**src/rtl/disp_scan_ctrl.sv**
```systemverilog
// Four-digit multiplexed seven-segment scan controller with a sequential
// binary-to-BCD (double dabble) converter and optional leading-zero blanking.
module disp_scan_ctrl #(
    parameter int REFRESH_DIV = 100000,
    parameter int BLANK_LZ    = 1
) (
    input  logic        clk,
    input  logic        rst,
    input  logic [13:0] bin,
    input  logic        load,
    output logic        busy,
    output logic        ovf,
    output logic [3:0]  an,
    output logic [3:0]  bcd
);
    localparam int PW = (REFRESH_DIV > 2) ? $clog2(REFRESH_DIV) : 1;
    localparam logic [PW-1:0] PRESC_MAX = PW'(REFRESH_DIV - 1);

    typedef enum logic {IDLE, CONV} state_t;

    state_t        state, state_nxt;
    logic          accept, commit;
    logic [PW-1:0] presc;
    logic [1:0]    idx;
    logic [13:0]   sr;
    logic [15:0]   acc, acc_adj, acc_nxt;
    logic [3:0]    step;
    logic [15:0]   digits;
    logic [3:0]    blank;
    logic [3:0]    digit_sel;

    function automatic logic [13:0] sat_9999(input logic [13:0] v);
        return (v > 14'd9999) ? 14'd9999 : v;
    endfunction

    function automatic logic [15:0] add3(input logic [15:0] a);
        logic [15:0] r;
        r = a;
        for (int k = 0; k < 4; k++)
            if (r[k*4 +: 4] >= 4'd5) r[k*4 +: 4] = r[k*4 +: 4] + 4'd3;
        return r;
    endfunction

    always_ff @(posedge clk or posedge rst) begin
        if (rst) state <= IDLE;
        else     state <= state_nxt;
    end

    always_comb begin
        state_nxt = state;
        accept    = 1'b0;
        commit    = 1'b0;
        case (state)
            IDLE: if (load) begin
                accept    = 1'b1;
                state_nxt = CONV;
            end
            CONV: if (step == 4'd13) begin
                commit    = 1'b1;
                state_nxt = IDLE;
            end
            default: state_nxt = IDLE;
        endcase
    end

    assign busy    = (state == CONV);
    assign acc_adj = add3(acc);
    assign acc_nxt = {acc_adj[14:0], sr[13]};

    // Conversion works on a private shift register; digits only change on commit.
    always_ff @(posedge clk or posedge rst) begin
        if (rst) begin
            sr     <= '0;
            acc    <= '0;
            step   <= '0;
            ovf    <= 1'b0;
            digits <= '0;
        end else if (accept) begin
            sr   <= sat_9999(bin);
            acc  <= '0;
            step <= '0;
            ovf  <= (bin > 14'd9999);
        end else if (busy) begin
            sr   <= {sr[12:0], 1'b0};
            acc  <= acc_nxt;
            step <= step + 4'd1;
            if (commit) digits <= acc_nxt;
        end
    end

    always_ff @(posedge clk or posedge rst) begin
        if (rst) begin
            presc <= '0;
            idx   <= '0;
        end else if (presc == PRESC_MAX) begin
            presc <= '0;
            idx   <= idx + 2'd1;
        end else begin
            presc <= presc + 1'b1;
        end
    end

    always_comb begin
        blank[0] = 1'b0;
        blank[3] = (digits[15:12] == 4'd0);
        blank[2] = blank[3] && (digits[11:8] == 4'd0);
        blank[1] = blank[2] && (digits[7:4] == 4'd0);
    end

    assign digit_sel = digits[{idx, 2'b00} +: 4];
    assign an        = ~(4'b0001 << idx);
    assign bcd       = ((BLANK_LZ == 1) && blank[idx]) ? 4'hF : digit_sel;
endmodule

```
**config.mk**
```make
export PLATFORM = sky130hd
export DESIGN_NAME = disp_scan_ctrl
export DESIGN_NICKNAME = d
export VERILOG_FILES = /design/src/rtl/disp_scan_ctrl.sv
export SDC_FILE = /design/constraint.sdc
export NUM_CORES = 1
export LEC_CHECK = 0
export CAP_MARGIN = 20
export CORE_ASPECT_RATIO = 0.6
export CORE_MARGIN = 4
export CORE_UTILIZATION = 42
export CTS_CLUSTER_SIZE = 25
export DETAILED_ROUTE_END_ITERATION = 8
export DONT_BUFFER_PORTS = 1
export PLACE_DENSITY = 0.59
export RECOVER_POWER = 100
export SYNTH_ARGS = -nofsm -noshare
export SYNTH_HDL_FRONTEND = slang
export SYNTH_SLANG_ARGS = --single-unit
```
**constraint.sdc**
```tcl
create_clock -name clk -period 2.3 [get_ports clk]
set_input_delay 0.23 -clock clk [delete_from_list [all_inputs] [get_ports clk]]
set_output_delay 0.23 -clock clk [all_outputs]
set_load 0.01 [all_outputs]
```
; Word level (Yosys, flattened, before mapping)
; Index checks and enable logic that the tools add are counted.
[op_classes]
addsub = 7
n_mul = 0
div = 0
n_lt_le_gt_ge = 6
eq_ne = 2
shifts = 2
mux = 21
bitwise = 3
n_reduce_logical = 7
[op_table]
columns = op, n
row1 = 2-to-1 mux 14 bit, 3
row2 = 2-to-1 mux 16 bit, 2
row3 = 2-to-1 mux 4 bit, 6
row4 = adder 17 x 1 -> 17 bit (second input constant), 1
row5 = == test 17 bit (second input constant), 1
row6 = 2-to-1 mux 17 bit, 1
row7 = >= comparator 4 x 3 -> 1 bit (second input constant), 4
row8 = indexed part select 16 x 5 -> 4 bit, 1
row9 = > comparator 14 bit (second input constant), 1
row10 = adder 4 x 2 -> 4 bit (second input constant), 3
row11 = logical NOT 4 bit, 3
row12 = 2-to-1 mux 1 bit, 6
row13 = adder 4 x 1 -> 4 bit (second input constant), 1
row14 = == test 4 bit (second input constant), 1
row15 = NOT 4 bit, 1
row16 = left shift 1 x 2 -> 4 bit (first input constant), 1
row17 = adder 3 x 2 -> 3 bit (second input constant), 1
row18 = less-than comparator 2 x 3 -> 1 bit (second input constant), 1
row19 = 2-to-1 mux 3 bit, 1
row20 = AND reduction 3 bit, 1
row21 = adder 2 x 1 -> 2 bit (second input constant), 1
row22 = binary-select mux 1 bit (select 2 bit), 1
row23 = logical AND 1 bit, 2
row24 = NOT 1 bit, 2
row25 = 2 further kinds, 2
[totals]
ff_bits = 71
latch_bits = 0
ram_bits = 0
romBits = 0
inputBits = 17
out_inout_bits = 10
word_cells = 56
n_memories = 0

; Longest topological paths before layout
; Gate-level depths: netlist (run 1).
[logic_depth]
depth_word = 6
mapped_depth = 6
ltp_nobuf = 6

; Worst setup path before layout (run 1)
; Ideal clock, no wire load.
[synth_path]
path_type = register to output
start = reg idx[1]
end = out bcd[1]
arrival_time_ns = 1.475
required_time_ns = 2.070
slack_ns = 0.595
path_stages_with_launch = 4
n_path_buf = 1
cell_sequence = dfrtp_1 clkbuf_1 mux4_2 or2_2
[synth_between]
elab_chain_len = 3
elab_cells_between_ends = 4
classes_between = shift (1) / mux (3)
[synth_lines]
columns = item, line
row1 = from (decl), 24  ; logic [1:0] idx;
row2 = from (signal assigned), 97  ; idx <= idx + 2'd1;
row3 = branches (longest 2 deep; another with indexed part select 16 x 5 -> 4 bit), --
row4 = 2-to-1 mux 4 bit (*), 112  ; assign bcd = ((BLANK_LZ == 1) && blank[idx]) ? 4'hF : digit_sel;
row5 = to (decl), 14  ; output logic [3:0] bcd
; Mark *: on every way between the ends. The select of a mux whose other input is x is not followed.

; Final worst setup path (run 1)
; Ends and elaborated chain as after synthesis.

==> results of run 1 <==
cell families (layout without fill, tap and decap cells):
group,Yosys count,in the layout
xor gates and xnor gates,19,19
buffers and inverters,30,39
DFF,71,71
adders and majority gates,15,15
muxes,35,35
and+or+nand+nor,120,120
AOI/OAI and AO/OA,63,63
cells in the final DEF (no fill, tap or decap), drive strengths merged, types with 13 or more instances in the layout:
cell / n
inv: 16
nand2: 37
nand2b: 17
mux2: 13
ha: 15
clkbuf: 16
dfrtp: 71
nor2: 13
o21ai: 28
a21oi: 18
mux2i: 18
metal layers:
metal	wire length (um)	track usage, %
met1	4166	24.81
met4	63	4.717
met3	321	5.116
met2	2794	19.89
met5	0	0
flip-flops by register name, indices dropped and copies added (netlist names):
| signal | count |
|---|---|
| acc | 16 |
| busy | 1 |
| digits | 16 |
| idx | 2 |
| ovf | 1 |
| presc | 17 |
| sr | 14 |
| step | 4 |
Yosys cell counts (all sizes together):
| master | instances | share of area (%) |
|---|---|---|
| mux2i | 18 | 4.9 |
| inv | 16 | 1.6 |
| nor4 | 5 | 1.0 |
| a21oi | 18 | 2.5 |
| a211oi | 1 | 0.20 |
| nor3b | 10 | 2.0 |
| or3 | 2 | 0.47 |
| buf | 7 | 0.88 |
| a22o | 6 | 1.4 |
| dfrtp | 71 | 48 |
| nor2 | 13 | 1.3 |
| nand3 | 11 | 1.5 |
| or4 | 3 | 0.61 |
| and2b | 2 | 0.44 |
| or2 | 4 | 0.68 |
| ha | 15 | 5.1 |
| o21a | 1 | 0.20 |
| xor2 | 7 | 1.7 |
| nand4 | 4 | 0.68 |
| xnor2 | 12 | 2.8 |
| clkbuf | 7 | 0.71 |
| and4 | 3 | 0.71 |
| and2 | 2 | 0.34 |
| nor3 | 1 | 0.14 |
| o31ai | 3 | 0.61 |
| nand2 | 37 | 3.8 |
| a21o | 6 | 1.2 |
| nor2b | 5 | 0.85 |
| mux4 | 4 | 2.4 |
| nand4b | 1 | 0.24 |
| nand2b | 17 | 2.9 |
| mux2 | 13 | 4.0 |
| o21ai | 28 | 3.8 |
per-stage QoR:
stage	std cells	instance area (sq um)	hold slack (ns)	utilization [%]
floorplan	353	3690	0.3463	-
global placement	457	3830	0.2513	44.94
detailed placement	457	3830	0.2591	44.94
CTS	474	4130	0.002241	48.46
global route	474	4103	0.002308	48.14
finish	474	4103	0.01552	48.14
power by group:
group	internal, uW	switching [uW]	leakage [uW]	total, uW
Sequential	1650	370	0.000913	2020
Clock	829	490	0.000135	1320
Combinational	774	810	0.000924	1580
area by class of cell:
type,instances,area share (%)
Inverter,16,1.464
Sequential cell,71,43.31
Tap cell,112,3.416
Clock inverter,4,1.159
Timing Repair Buffer,8,1.525
Multi-Input combinational cell,252,43.46
Clock buffer,11,5.672
worst paths after layout:
kind	startpoint	endpoint	slack, ns	cells past startpoint
min in group asynchronous	rst	step[0]	0.70	2
max in group asynchronous	rst	acc[3]	0.77	3
hold reg to reg	sr[12]	sr[13]	0.48	2
setup reg to reg	presc[0]	idx[0]	0.45	6
hold / removal	bin[5]	sr[5]	0.02	1
setup / recovery	idx[1]	bcd[1]	0.32	2
==> report_table.html, run 1 <==
<table>
<tr><th>Metric</th><th>Value</th></tr>
<tr><th colspan="2">Routing</th></tr>
<tr><td>DRT iter0 DRCs</td><td>approximately 220</td></tr>
<tr><td>Routed wire per std cell</td><td>15.50 um</td></tr>
<tr><td>DRC Markers</td><td>0</td></tr>
<tr><td>Vias per std cell</td><td>~5.2</td></tr>
<tr><td>Number of nets with antenna violations after routing</td><td>0</td></tr>
<tr><td>Total number of vias</td><td>~2,500</td></tr>
<tr><td>Total wire length</td><td>7346 um</td></tr>
<tr><td>Count of TritonRoute iterations in the first routing pass</td><td>4</td></tr>
<tr><th colspan="2">GRT</th></tr>
<tr><td>Wire length of the first global-routing pass</td><td>12,730 um</td></tr>
<tr><td>Number of antenna violations at the first check in global routing</td><td>0</td></tr>
<tr><td>Maximum number of pins on one net before global-route repair</td><td>42</td></tr>
<tr><td>Combined global-route utilization of all metal layers</td><td>15.78%</td></tr>
<tr><td>Via count of the first global-routing pass</td><td>2,442</td></tr>
<tr><td>GR Overflow Total</td><td>0</td></tr>
<tr><th colspan="2">Floorplanning</th></tr>
<tr><td>Floorplan die width</td><td>roughly 130 um</td></tr>
<tr><td>FP Rows</td><td>26</td></tr>
<tr><td>Total Die Area</td><td>10,400 sq um</td></tr>
<tr><td>Effective utilization at floorplan</td><td>43.29%</td></tr>
<tr><td>Total core area</td><td>between 8000 and 9000 sq um</td></tr>
<tr><td>Die H</td><td>around 81 um</td></tr>
<tr><td>I/O pins</td><td>27</td></tr>
<tr><th colspan="2">Critical path</th></tr>
<tr><td>Slowest cell on crit path</td><td>sky130_fd_sc_hd__mux4_2</td></tr>
<tr><td>Buffering stage count on the worst path with inverters included</td><td>0</td></tr>
<tr><td>Setup Crit Path Kind</td><td>reg -&gt; out</td></tr>
<tr><td>Critical path data required time</td><td>2.07 ns</td></tr>
<tr><td>Arrival time worst endpoint</td><td>~1.8 ns</td></tr>
<tr><td>Worst stage delay on the critical path</td><td>about 0.56 ns</td></tr>
<tr><td>Type of element launching the critical path</td><td>register</td></tr>
<tr><td>Kind of cell with the highest combined delay on the critical path</td><td>multiplexers</td></tr>
<tr><td>Ordered list of cells on the worst path</td><td>mux4_2 -&gt; or2_2</td></tr>
<tr><td>Kind of end point of the critical path</td><td>primary output</td></tr>
<tr><td>Highest net fanout along the worst path</td><td>9</td></tr>
<tr><th colspan="2">Logic synthesis</th></tr>
<tr><td>Proportion of synthesized area in mux cells</td><td>11.29%</td></tr>
<tr><td>Number of storage elements in the synthesis netlist</td><td>71</td></tr>
<tr><td>Post-Syn Area per Cell</td><td>10.45 sq um</td></tr>
<tr><td>Synthesized-area fraction occupied by xor and xnor cells</td><td>4.510%</td></tr>
<tr><td>Cells after synthesis</td><td>roughly 350</td></tr>
<tr><td>Total nets after synthesis</td><td>385</td></tr>
<tr><td>Sequential element share of the synthesized area</td><td>48.15%</td></tr>
<tr><td>Post-synthesis instance area</td><td>3690 sq um</td></tr>
<tr><td>Combinational family with the most area after synthesis</td><td>simple AND/OR/NAND/NOR gates</td></tr>
<tr><td>Compound-Gate Fraction of Synth Area</td><td>10.00%</td></tr>
<tr><td>Count of yosys warnings during synthesis</td><td>0</td></tr>
<tr><td>Fraction of the mapped netlist area in simple logic gates</td><td>17.73%</td></tr>
<tr><td>Post-synthesis share of cell area spent on full adders, half adders and majority gates</td><td>5.086%</td></tr>
<tr><td>Number of library cell types mapped by synthesis</td><td>40</td></tr>
<tr><th colspan="2">Hold path</th></tr>
<tr><td>HP Class</td><td>in -&gt; reg</td></tr>
<tr><th colspan="2">Placement</th></tr>
<tr><td>Post-detail-place hpwl</td><td>5206 um</td></tr>
<tr><td>Placer's final routability congestion estimate</td><td>0.7823</td></tr>
<tr><td>Post-place setup slack</td><td>between 0.6 and 0.7 ns</td></tr>
<tr><td>Number of input and output port buffers inserted</td><td>0</td></tr>
<tr><th colspan="2">Layout</th></tr>
<tr><td>Area taken by multi-input logic gates</td><td>around 1800 sq um</td></tr>
<tr><td>Area grow syn2layout</td><td>11.19%</td></tr>
<tr><td>Number of fill cells in the layout</td><td>814</td></tr>
<tr><td>Share of post-route cells with drive strength above 1</td><td>10.77%</td></tr>
<tr><td>Number of antenna diodes</td><td>0</td></tr>
<tr><td>Sequential cell area in the final layout</td><td>1777 sq um</td></tr>
<tr><td>NumNets Final</td><td>390</td></tr>
<tr><th colspan="2">STA</th></tr>
<tr><td>Number of failing setup endpoints in the final timing report</td><td>0</td></tr>
<tr><td>Final count of pins violating max slew</td><td>0</td></tr>
<tr><td>Total negative slack for setup checks</td><td>0 ns</td></tr>
<tr><td>Transition time of the tightest slew-check pin</td><td>1.261 ns</td></tr>
<tr><td>Worst slew margin</td><td>between 10% and 20%</td></tr>
<tr><td>Count of endpoints failing hold in the final timing report</td><td>0</td></tr>
<tr><td>Worst clock skew</td><td>roughly 0.0061 ns</td></tr>
<tr><td>Upper clock frequency limit</td><td>504.0 MHz</td></tr>
<tr><td>Shortest clock period the worst path allows after layout</td><td>1.984 ns</td></tr>
<tr><td>Period Utilization, post-route</td><td>between 80% and 90%</td></tr>
<tr><td>Final setup margin</td><td>~0.32 ns</td></tr>
<tr><td>Unrepaired setup endpoints after global routing</td><td>no</td></tr>
<tr><th colspan="2">Clock network</th></tr>
<tr><td>H-tree depth reported by CTS</td><td>3</td></tr>
<tr><td># resized after CTS</td><td>0</td></tr>
<tr><td>Clock tree from TritonCTS</td><td>done</td></tr>
<tr><td>Total CTS buffers</td><td>9</td></tr>
<tr><td>Clock network latency to the later pin of the worst-skew pair</td><td>0.33 ns</td></tr>
<tr><td>CTS clk-pin slew, worst paths</td><td>0.06 ns</td></tr>
<tr><td>Num Clock Sinks</td><td>just over 70</td></tr>
<tr><td>Buffer count from post-CTS setup fixing</td><td>0</td></tr>
<tr><td>Hold buffer count at CTS</td><td>2</td></tr>
<tr><td>Library cell used as clock root buffer</td><td>sky130_fd_sc_hd__clkbuf_16</td></tr>
<tr><td>CTS Buffer Depth</td><td>2</td></tr>
<tr><th colspan="2">Job</th></tr>
<tr><td>Max Cap Viol</td><td>0</td></tr>
<tr><th colspan="2">Power and ir drop</th></tr>
<tr><td>Leakage Power</td><td>0.001972 uW</td></tr>
<tr><td>Maximum resistive drop on vdd</td><td>about 0.69 mV</td></tr>
<tr><td>Power Dens Cells</td><td>1200 nW/um^2</td></tr>
<tr><td>Total Power</td><td>4922 uW</td></tr>
<tr><th colspan="2">Run status</th></tr>
<tr><td>Result of the run</td><td>finished, final reports clean</td></tr>
</table>
No activity file was read; power rests on OpenSTA's default activity.
==> inputs of run 2 (changes only) <==
Settings changed: PLACE_DENSITY 0.59 to 0.64.
==> report_table.html, run 2 (synthesis results as in run 1) <==
<table>
<tr><th>Metric</th><th>Value</th></tr>
<tr><th colspan="2">GRT</th></tr>
<tr><td>Maximum number of pins on one net before global-route repair</td><td>51</td></tr>
<tr><td>Wire length of the first global-routing pass</td><td>~13,000 um</td></tr>
<tr><td>GR Overflow Total</td><td>0</td></tr>
<tr><td>Number of antenna violations at the first check in global routing</td><td>0</td></tr>
<tr><td>Combined global-route utilization of all metal layers</td><td>16.39%</td></tr>
<tr><td>Via count of the first global-routing pass</td><td>2,518</td></tr>
<tr><th colspan="2">Floorplanning</th></tr>
<tr><td>Effective utilization at floorplan</td><td>43.29%</td></tr>
<tr><td>Total core area</td><td>8523 sq um</td></tr>
<tr><td>I/O pins</td><td>27</td></tr>
<tr><td>Floorplan die width</td><td>129.0 um</td></tr>
<tr><td>Die H</td><td>about 80 um</td></tr>
<tr><td>Total Die Area</td><td>10,400 sq um</td></tr>
<tr><td>FP Rows</td><td>26</td></tr>
<tr><th colspan="2">Placement</th></tr>
<tr><td>Number of input and output port buffers inserted</td><td>0</td></tr>
<tr><td>Placer's final routability congestion estimate</td><td>0.7624</td></tr>
<tr><td>Post-detail-place hpwl</td><td>5368 um</td></tr>
<tr><th colspan="2">Critical path</th></tr>
<tr><td>Count of cells along the worst register-to-register path</td><td>6</td></tr>
<tr><td>Reg2Reg Setup Slack</td><td>0.32 ns</td></tr>
<tr><td>Type of element launching the critical path</td><td>register</td></tr>
<tr><td>Highest net fanout along the worst path</td><td>9</td></tr>
<tr><td>Ordered list of cells on the worst path</td><td>mux4_2 -&gt; or2_2</td></tr>
<tr><td>Reg-to-reg endpoint</td><td>idx[0]</td></tr>
<tr><td>Arrival time worst endpoint</td><td>roughly 1.8 ns</td></tr>
<tr><td>Critical R2R Launch</td><td>presc[0]</td></tr>
<tr><td>Setup Crit Path Kind</td><td>reg -&gt; out</td></tr>
<tr><td>Worst stage delay on the critical path</td><td>0.56 ns</td></tr>
<tr><td>Critical path data required time</td><td>2.07 ns</td></tr>
<tr><td>Slowest cell on crit path</td><td>sky130_fd_sc_hd__dfrtp_1</td></tr>
<tr><td>Kind of end point of the critical path</td><td>primary output</td></tr>
<tr><th colspan="2">Routing</th></tr>
<tr><td>Count of TritonRoute iterations in the first routing pass</td><td>4</td></tr>
<tr><td>DRC Markers</td><td>0</td></tr>
<tr><td>Vias per std cell</td><td>5.384</td></tr>
<tr><td>Total number of vias</td><td>2,563</td></tr>
<tr><td>Total wire length</td><td>7530 um</td></tr>
<tr><td>DRT iter0 DRCs</td><td>roughly 200</td></tr>
<tr><td>Number of nets with antenna violations after routing</td><td>0</td></tr>
<tr><td>Routed wire per std cell</td><td>15.82 um</td></tr>
<tr><th colspan="2">Clock network</th></tr>
<tr><td>Num Clock Sinks</td><td>71</td></tr>
<tr><td>Buffer count from post-CTS setup fixing</td><td>0</td></tr>
<tr><td>CTS clk-pin slew, worst paths</td><td>0.06 ns</td></tr>
<tr><td>H-tree depth reported by CTS</td><td>3</td></tr>
<tr><td># resized after CTS</td><td>0</td></tr>
<tr><td>Total CTS buffers</td><td>9</td></tr>
<tr><td>Clock tree from TritonCTS</td><td>done</td></tr>
<tr><td>Clock network latency to the later pin of the worst-skew pair</td><td>0.33 ns</td></tr>
<tr><td>Library cell used as clock root buffer</td><td>sky130_fd_sc_hd__clkbuf_16</td></tr>
<tr><td>CTS Buffer Depth</td><td>2</td></tr>
<tr><th colspan="2">Layout</th></tr>
<tr><td>Area taken by multi-input logic gates</td><td>1789 sq um</td></tr>
<tr><td>Flip-flop count of the largest register, all copies and words added</td><td>17</td></tr>
<tr><td>Commonest cells after routing, fill and taps aside</td><td>70 x sky130_fd_sc_hd__dfrtp_1, 36 x sky130_fd_sc_hd__nand2_1, 28 x sky130_fd_sc_hd__o21ai_0, 18 x sky130_fd_sc_hd__mux2i_1</td></tr>
<tr><td>Number of fill cells in the layout</td><td>a little under 800</td></tr>
<tr><td>Share of post-route cells with drive strength above 1</td><td>10.99%</td></tr>
<tr><td>Sequential cell area in the final layout</td><td>between 1500 and 2000 sq um</td></tr>
<tr><td>Most common cell after layout, fill and taps aside</td><td>sky130_fd_sc_hd__dfrtp_1</td></tr>
<tr><td>NumNets Final</td><td>approximately 400</td></tr>
<tr><td>Final core utilization</td><td>48.47%</td></tr>
<tr><td>Area grow syn2layout</td><td>11.97%</td></tr>
<tr><td>Number of antenna diodes</td><td>0</td></tr>
<tr><td>Register containing the most flip-flops in the final layout</td><td>presc</td></tr>
<tr><td>Leading registers by flop count</td><td>presc x17, acc x16, digits x16</td></tr>
<tr><th colspan="2">Hold path</th></tr>
<tr><td>HP Class</td><td>in -&gt; reg</td></tr>
<tr><td>Cell depth of the worst min-delay path</td><td>1</td></tr>
<tr><td>Start point of the worst min-delay path</td><td>bin[6]</td></tr>
<tr><td>Hold worst-path end</td><td>sr[6]</td></tr>
<tr><th colspan="2">Power and ir drop</th></tr>
<tr><td>Leakage Power</td><td>0.001980 uW</td></tr>
<tr><td>Power Dens Cells</td><td>1214 nW/um^2</td></tr>
<tr><td>Maximum resistive drop on vdd</td><td>0.5246 mV</td></tr>
<tr><th colspan="2">Job</th></tr>
<tr><td>Max Cap Viol</td><td>0</td></tr>
<tr><th colspan="2">STA</th></tr>
<tr><td>Count of endpoints failing hold in the final timing report</td><td>0</td></tr>
<tr><td>Hold WS</td><td>0.02141 ns</td></tr>
<tr><td>Upper clock frequency limit</td><td>between 500 and 600 MHz</td></tr>
<tr><td>Number of failing setup endpoints in the final timing report</td><td>0</td></tr>
<tr><td>Final count of pins violating max slew</td><td>0</td></tr>
<tr><td>Worst clock skew</td><td>~0.0078 ns</td></tr>
<tr><td>Transition time of the tightest slew-check pin</td><td>~1.1 ns</td></tr>
<tr><td>Total negative slack for setup checks</td><td>0 ns</td></tr>
<tr><td>Period Utilization, post-route</td><td>86.45%</td></tr>
<tr><td>Shortest clock period the worst path allows after layout</td><td>a little under 2 ns</td></tr>
<tr><td>Worst slew margin</td><td>26.43%</td></tr>
<tr><td>Unrepaired setup endpoints after global routing</td><td>no</td></tr>
<tr><th colspan="2">Run status</th></tr>
<tr><td>Result of the run</td><td>finished, final reports clean</td></tr>
</table>
==> run 2: what timing repair did <==
action,4_1_cts,5_1_grt
hold buffers,2,1
setup endpoints to repair,0,0
hold endpoints to repair,74,1
==> run 2: how the worst max path moves through the flow <==
stage / startpoint / end / cells past startpoint
floorplan: rst / acc[0] / 1
global placement: presc[0] / idx[1] / 5
detailed placement: presc[0] / idx[1] / 5
CTS: idx[1] / bcd[0] / 2
global route: presc[0] / idx[0] / 6
finish: idx[1] / bcd[3] / 2
==> run 2: per-stage QoR <==
stage	instance area, sq um	std cells	setup slack (ns)	power (uW)
2_1_floorplan	3690	353	0.2734	3240
3_3_place_gp	3825	458	0.6211	3574
3_5_place_dp	3825	458	0.5471	3671
4_1_cts	4144	475	0.2635	5092
5_1_grt	4131	476	0.1501	5412
6_report	4131	476	0.3116	5014
==> run 2: power by group <==
part | switching [uW] | internal, uW | total [uW] | leakage (uW)
logic | 852 | 769 | 1620 | 0.000922
clock network | 505 | 890 | 1390 | 0.000145
registers | 348 | 1650 | 2000 | 0.000913
total | 1700 | 3310 | 5010 | 0.00198
==> run 2: routing by layer <==
layer | up-vias | global-route usage [%] | share of wire [%]
met3 | 11 | 6.246 | 5.1
met1 | 1251 | 24.35 | 54
met5 | - | 0 | 0
met4 | 0 | 6.394 | 1.8
li1 | 1251 | - | -
met2 | 50 | 20.92 | 39
==> run 2: critical path, delay by kind of cell, from the launching register on <==
kind / cells / cell delay, ns
muxes: 1 / 0.55
DFF: 1 / 0.56
and+or+nand+nor: 1 / 0.32
==> run 2: layout make-up <==
class	instances	share of cell area [%]
sequential	71	43.03
clock inverter	3	1.030
timing repair buffer	10	1.575
tap	112	3.392
multi-input combinational	252	43.31
inverter	16	1.454
clock buffer	12	6.208
